File: src/rtl/fifo_head_pkg.sv
// Shared types and constants for the async FIFO head driver.
package fifo_head_pkg;

  typedef enum logic [1:0] {
    StIdle   = 2'd0,
    StLaunch = 2'd1,
    StDrain  = 2'd2,
    StDone   = 2'd3
  } state_e;

  // Bit positions inside o_err.
  localparam int unsigned ERR_UNDERFLOW = 0;
  localparam int unsigned ERR_TIMEOUT   = 1;

endpackage

File: src/rtl/toggle_sync.sv
// toggle_sync: brings an asynchronous 2-phase toggle line into the clk domain
// and emits a one-cycle pulse for every transition seen on it.
module toggle_sync #(
  parameter int unsigned SYNC_STAGES = 2
) (
  input  logic clk,
  input  logic rst,
  input  logic i_async,
  output logic o_evt
);

  logic [SYNC_STAGES-1:0] sync_q, sync_d;
  logic                   ref_q, ref_d;
  logic                   sync_last;

  assign sync_last = sync_q[SYNC_STAGES-1];

  // Shift the async level in; the reference always tracks the last synced bit.
  always_comb begin
    sync_d = {sync_q[SYNC_STAGES-2:0], i_async};
    ref_d  = sync_last;
  end

  // Synchronizer chain carries no reset so it keeps following the line during rst.
  always_ff @(posedge clk) begin
    sync_q <= sync_d;
  end

  // Reference loads the synced level during rst too, so leaving reset is silent.
  always_ff @(posedge clk) begin
    if (rst) begin
      ref_q <= sync_last;
    end else begin
      ref_q <= ref_d;
    end
  end

  // Pulse whenever the synced level differs from the reference.
  always_comb begin
    o_evt = ~rst & (sync_last ^ ref_q);
  end

endmodule

File: src/rtl/fifo_head_driver.sv
// fifo_head_driver: clocked launcher at the head of a click-based async token
// FIFO. Injects bursts by toggling o_drive, takes credits back from i_free
// toggles and pulses o_done once every launched token has been freed.
// Optional watchdog: define FIFO_HEAD_TIMEOUT_EN.
module fifo_head_driver
  import fifo_head_pkg::*;
#(
  parameter int unsigned DEPTH       = 2,
  parameter int unsigned LEN_W       = 8,
  parameter int unsigned GAP_CYC     = 2,
  parameter int unsigned SYNC_STAGES = 2,
  parameter int unsigned TIMEOUT_CYC = 1024
) (
  input  logic                       clk,
  input  logic                       rst,
  input  logic                       i_start,
  input  logic [LEN_W-1:0]           i_burst_len,
  output logic                       o_busy,
  output logic                       o_done,
  output logic                       o_drive,
  input  logic                       i_free,
  output logic [$clog2(DEPTH+1)-1:0] o_inflight,
  output logic [1:0]                 o_err
);

  localparam int unsigned CntW = $clog2(DEPTH + 1);
  localparam int unsigned GapW = (GAP_CYC > 0) ? $clog2(GAP_CYC + 1) : 1;
  localparam logic [CntW-1:0] DepthC  = CntW'(DEPTH);
  localparam logic [GapW-1:0] GapLoad = GapW'(GAP_CYC);

  state_e            state_q, state_d;
  logic [LEN_W-1:0]  remaining_q, remaining_d;
  logic [GapW-1:0]   gap_q, gap_d;
  logic [CntW-1:0]   inflight_q, inflight_d;
  logic              drive_q, drive_d;
  logic              busy_q, busy_d;
  logic              done_q, done_d;
  logic [1:0]        err_q, err_d;

  logic free_evt;
  logic launch;
  logic credit_full;
  logic timeout;

  toggle_sync #(
    .SYNC_STAGES(SYNC_STAGES)
  ) u_free_sync (
    .clk    (clk),
    .rst    (rst),
    .i_async(i_free),
    .o_evt  (free_evt)
  );

  // Credit check uses the registered count, so a same-cycle free cannot unblock.
  assign credit_full = (inflight_q >= DepthC);
  assign launch      = (state_q == StLaunch) && (gap_q == '0) && !credit_full;

`ifdef FIFO_HEAD_TIMEOUT_EN
  localparam int unsigned WdW = $clog2(TIMEOUT_CYC + 1);
  localparam logic [WdW-1:0] WdLast = WdW'(TIMEOUT_CYC - 1);

  logic [WdW-1:0] wd_q, wd_d;
  logic           wd_count;

  // Watchdog: counts stalled cycles (draining or credit-blocked), cleared by progress.
  always_comb begin
    wd_count = (state_q == StDrain) || ((state_q == StLaunch) && credit_full);
    wd_d     = wd_q;
    timeout  = 1'b0;
    if (launch || free_evt || !wd_count) begin
      wd_d = '0;
    end else if (wd_q == WdLast) begin
      timeout = 1'b1;
      wd_d    = '0;
    end else begin
      wd_d = wd_q + 1'b1;
    end
  end

  // Watchdog counter register.
  always_ff @(posedge clk) begin
    if (rst) begin
      wd_q <= '0;
    end else begin
      wd_q <= wd_d;
    end
  end
`else
  logic unused_timeout_cfg;
  assign unused_timeout_cfg = ^TIMEOUT_CYC;
  assign timeout            = 1'b0;
`endif

  // Next-state: FSM, credit counter, gap timer, drive toggle and sticky errors.
  always_comb begin
    state_d     = state_q;
    remaining_d = remaining_q;
    inflight_d  = inflight_q;
    drive_d     = drive_q;
    err_d       = err_q;
    gap_d       = (gap_q != '0) ? gap_q - 1'b1 : '0;
    busy_d      = (state_q == StLaunch) || (state_q == StDrain);
    done_d      = (state_q == StDone);

    // A launch and a free in the same cycle cancel out.
    case ({launch, free_evt})
      2'b10: inflight_d = inflight_q + 1'b1;
      2'b01: begin
        if (inflight_q == '0) begin
          err_d[ERR_UNDERFLOW] = 1'b1;
        end else begin
          inflight_d = inflight_q - 1'b1;
        end
      end
      default: ;
    endcase

    if (launch) begin
      drive_d     = ~drive_q;
      remaining_d = remaining_q - 1'b1;
      gap_d       = GapLoad;
    end

    case (state_q)
      StIdle: begin
        if (i_start) begin
          if (i_burst_len != '0) begin
            remaining_d = i_burst_len;
            state_d     = StLaunch;
          end else begin
            state_d = StDone;
          end
        end
      end
      StLaunch: begin
        if (launch && (remaining_q == LEN_W'(1))) begin
          state_d = StDrain;
        end
      end
      StDrain: begin
        if (inflight_q == '0) begin
          state_d = StDone;
        end
      end
      StDone:  state_d = StIdle;
      default: state_d = StIdle;
    endcase

    // Watchdog expiry abandons the outstanding credits and completes the burst.
    if (timeout) begin
      err_d[ERR_TIMEOUT] = 1'b1;
      inflight_d         = '0;
      state_d            = StDone;
    end
`ifndef FIFO_HEAD_TIMEOUT_EN
    err_d[ERR_TIMEOUT] = 1'b0;
`endif
  end

  // State and output registers; synchronous active-high reset.
  always_ff @(posedge clk) begin
    if (rst) begin
      state_q     <= StIdle;
      remaining_q <= '0;
      gap_q       <= '0;
      inflight_q  <= '0;
      drive_q     <= 1'b0;
      busy_q      <= 1'b0;
      done_q      <= 1'b0;
      err_q       <= '0;
    end else begin
      state_q     <= state_d;
      remaining_q <= remaining_d;
      gap_q       <= gap_d;
      inflight_q  <= inflight_d;
      drive_q     <= drive_d;
      busy_q      <= busy_d;
      done_q      <= done_d;
      err_q       <= err_d;
    end
  end

  assign o_busy     = busy_q;
  assign o_done     = done_q;
  assign o_drive    = drive_q;
  assign o_inflight = inflight_q;
  assign o_err      = err_q;

endmodule

File: config.mk
export PLATFORM = sky130hd
export DESIGN_NAME = fifo_head_driver
export DESIGN_NICKNAME = d
export VERILOG_FILES = /design/src/rtl/fifo_head_pkg.sv /design/src/rtl/toggle_sync.sv /design/src/rtl/fifo_head_driver.sv
export SDC_FILE = /design/constraint.sdc
export NUM_CORES = 1
export LEC_CHECK = 0
export CAP_MARGIN = 10
export CORE_UTILIZATION = 50
export DETAILED_ROUTE_END_ITERATION = 8
export PLACE_DENSITY = 0.77
export RECOVER_POWER = 50
export SLEW_MARGIN = 20
export SYNTH_ARGS = -nofsm -noshare
export SYNTH_HDL_FRONTEND = slang
export SYNTH_SLANG_ARGS = --single-unit
export TNS_END_PERCENT = 10
File: constraint.sdc
create_clock -name clk -period 2.5 [get_ports clk]
set_input_delay 0.5 -clock clk [delete_from_list [all_inputs] [get_ports clk]]
set_output_delay 0.5 -clock clk [all_outputs]
set_load 0.1 [all_outputs]
==> metrics.txt <==
DR vias=849; row count=16; Min-Delay Path Depth=0; first-pass GRT wire length=about 3.1 mm; final hold vios=0; Post-CTS Hold Buffers=0; routed wire length=2.06 mm; Final Critical Period=2.13 ns; status=completed; reg2reg path depth=6; yosys warns=0; Max Cap Viol=0; Reg clk slew, reported paths=0.12 ns; Synth Register Bits=21; Rel. slew slack=22.6%; clk sink count=21; WP data required=2.00 ns; Die H=47.4 µm; cells after synthesis=111; Initial Util=53.0%; final slew viol count=0; Global Route Usage Sum=21.1%; die area=0.00224 mm²; max frequency=0.468 GHz; initial drt markers=29; Post-Syn Nets=130; sequential fraction of the synthesis area=40.9%; Setup violations, final=0; Crit Path Class=reg -> out; Fin Setup TNS=0 ns; GP Congestion=just over 0.8; CP max-delay cell=clkbuf_1; layout cells sized above 1=approximately 5.3%; number of buffers inserted during clock tree synthesis=3; Max Root-Sink Buffers=2; Post-CTS Resized=0; H-tree level count=1; pwr dens=about 1300 mW/mm²; crit-path max cell delay=around 0.88 ns; Syn Area/Cell=9.27 µm²; clock root buffer=clkbuf_4; Worst Path Max Fanout=6; Pre-antenna DRT Iters=4; DRC errors left=0; fill count=179; Detailed Place HPWL=between 1.5 and 2 mm; port buffer count=17; period utilisation layout=85.4%; Startpoint Class=flip-flop; vias in the first global route=694; worst-margin pin slew=1.17 ns; post-DR wirelength/cell=13.0 µm; worst setup margin=0.365 ns; CP arrival=around 1.6 ns; CP endpoint kind=output pin; Hold Path Class=reg -> reg; Setup Buffers After CTS=0; Synth Cell Area=0.00103 mm²; initial antenna violation count=0; Routed Antenna Nets=0; top cell family by delay on the critical path=buffers and inverters; Congestion Overflow GR=0; total power=between 1.5 and 2 mW; Buf/Inv on CP=1; P_leak=0.465 nW; most common cell after layout, fill and taps aside=dfxtp_1; CTS tree=built; IO Pins=19; Max IR drop VDD=around 0.74 mV; critical path, cell by cell=clkbuf_1; dpl ws=0.247 ns; core area=just under 0.002 mm²; via/cell ratio=5.37; number of diodes=0; Worst-Skew Late Latency=0.30 ns; Final nets=between 150 and 200; largest net degree at the start of global routing=16; clk_skew=0.00766 ns; final core occ=62.6%; post-synth cell types=34; unrepaired setup endpoints after global routing=false; commonest non-fill, non-tap cells in the layout=21 x dfxtp_1, 10 x nor2_1, 9 x clkdlybuf4s50_1; Area Overhead vs Synth=18.1%; CP Depth=1; Chip Width=47.4 µm
==> final timing paths <==
kind                                                    start                            end  slack, ns
worst max-delay path               o_inflight[0]$_SDFFE_PP0P_                  o_inflight[0]       0.37
worst min-delay path            u_free_sync.sync_q[0]$_DFF_P_  u_free_sync.sync_q[1]$_DFF_P_       0.35
worst max register to register        state_q[1]$_SDFFE_PP0P_        state_q[0]$_SDFFE_PP0P_       0.37
worst min register to register  u_free_sync.sync_q[0]$_DFF_P_  u_free_sync.sync_q[1]$_DFF_P_       0.35
==> cell type report <==
class / count / area, µm² / area share (%)
multi-input combinational: 81 / 563 / 46.3
clock buffer: 3 / 22.5 / 1.85
timing repair buffer: 19 / 148 / 12.2
sequential: 21 / 420 / 34.6
inverter: 6 / 22.5 / 1.85
tap: 27 / 33.8 / 2.78
clock inverter: 1 / 5.00 / 0.412
==> registers in the layout, summed over array words and instances (netlist names), 2 cells and up <==
signal and flops:
state_q 2, remaining_q 8, u_free_sync.sync_q 2, gap_q 2
o_inflight 2
==> layer usage <==
| layer | vias up | global-route usage, % | wire [µm] |
|---|---|---|---|
| li1 | 433 | - | - |
| met1 | 377 | 29.5 | 990 |
| met2 | 29 | 28.5 | 893 |
| met3 | 10 | 5.38 | 99 |
| met4 | 0 | 13.1 | 75 |
| met5 | - | 0 | 0 |
==> kinds of logic after synthesis <==
| logic type | after synthesis | synth area share (%) |
|---|---|---|
| fa+ha+maj | 7 | 8.52 |
| mux | 1 | 0.973 |
| flops | 21 | 40.9 |
| simple gates | 38 | 20.3 |
| buf+inv | 9 | 3.77 |
| xor+xnor | 9 | 7.66 |
| compound gates | 25 | 17.5 |
| other cells | 1 | 0.365 |
==> synth_stat cells, drive strengths merged <==
cell | count | area [µm²]
inv | 6 | 22.5
nor3 | 3 | 15.0
a211oi | 2 | 15.0
ha | 7 | 87.6
a21oi | 7 | 35.0
clkbuf | 1 | 3.75
mux2i | 1 | 10.0
a32oi | 2 | 17.5
nand3 | 3 | 15.0
conb | 1 | 3.75
or4b | 1 | 10.0
nand4 | 1 | 6.26
nor4 | 1 | 6.26
a311oi | 2 | 17.5
nand2b | 2 | 12.5
or4 | 3 | 22.5
nor4b | 1 | 15.0
nand2 | 7 | 26.3
nor3b | 2 | 15.0
buf | 2 | 12.5
o41ai | 1 | 27.5
o21bai | 1 | 7.51
nor2 | 10 | 37.5
o21ai | 6 | 30.0
a21boi | 1 | 7.51
xor2 | 4 | 35.0
nor2b | 3 | 18.8
a21o | 1 | 7.51
o21a | 1 | 7.51
dfxtp | 21 | 420
nand4b | 1 | 8.76
xnor2 | 5 | 43.8
a22oi | 1 | 7.51
==> power breakdown <==
group	leakage [nW]	switching (mW)	internal, mW	total, mW
Clock	0.0177	0.102	0.0597	0.162
Sequential	0.173	0.0997	0.440	0.540
Combinational	0.274	0.534	0.290	0.824
Total	0.465	0.736	0.789	1.53
==> metrics by stage <==
stage / hold slack, ns / instance area (µm²) / cells
2_1_floorplan: 0.310 / 1030 / 111
3_3_place_gp: 0.316 / 1220 / 154
3_5_place_dp: 0.321 / 1220 / 154
4_1_cts: 0.352 / 1240 / 158
5_1_grt: 0.361 / 1210 / 158
6_report: 0.349 / 1210 / 158
Power figures use the tool's default switching activity.
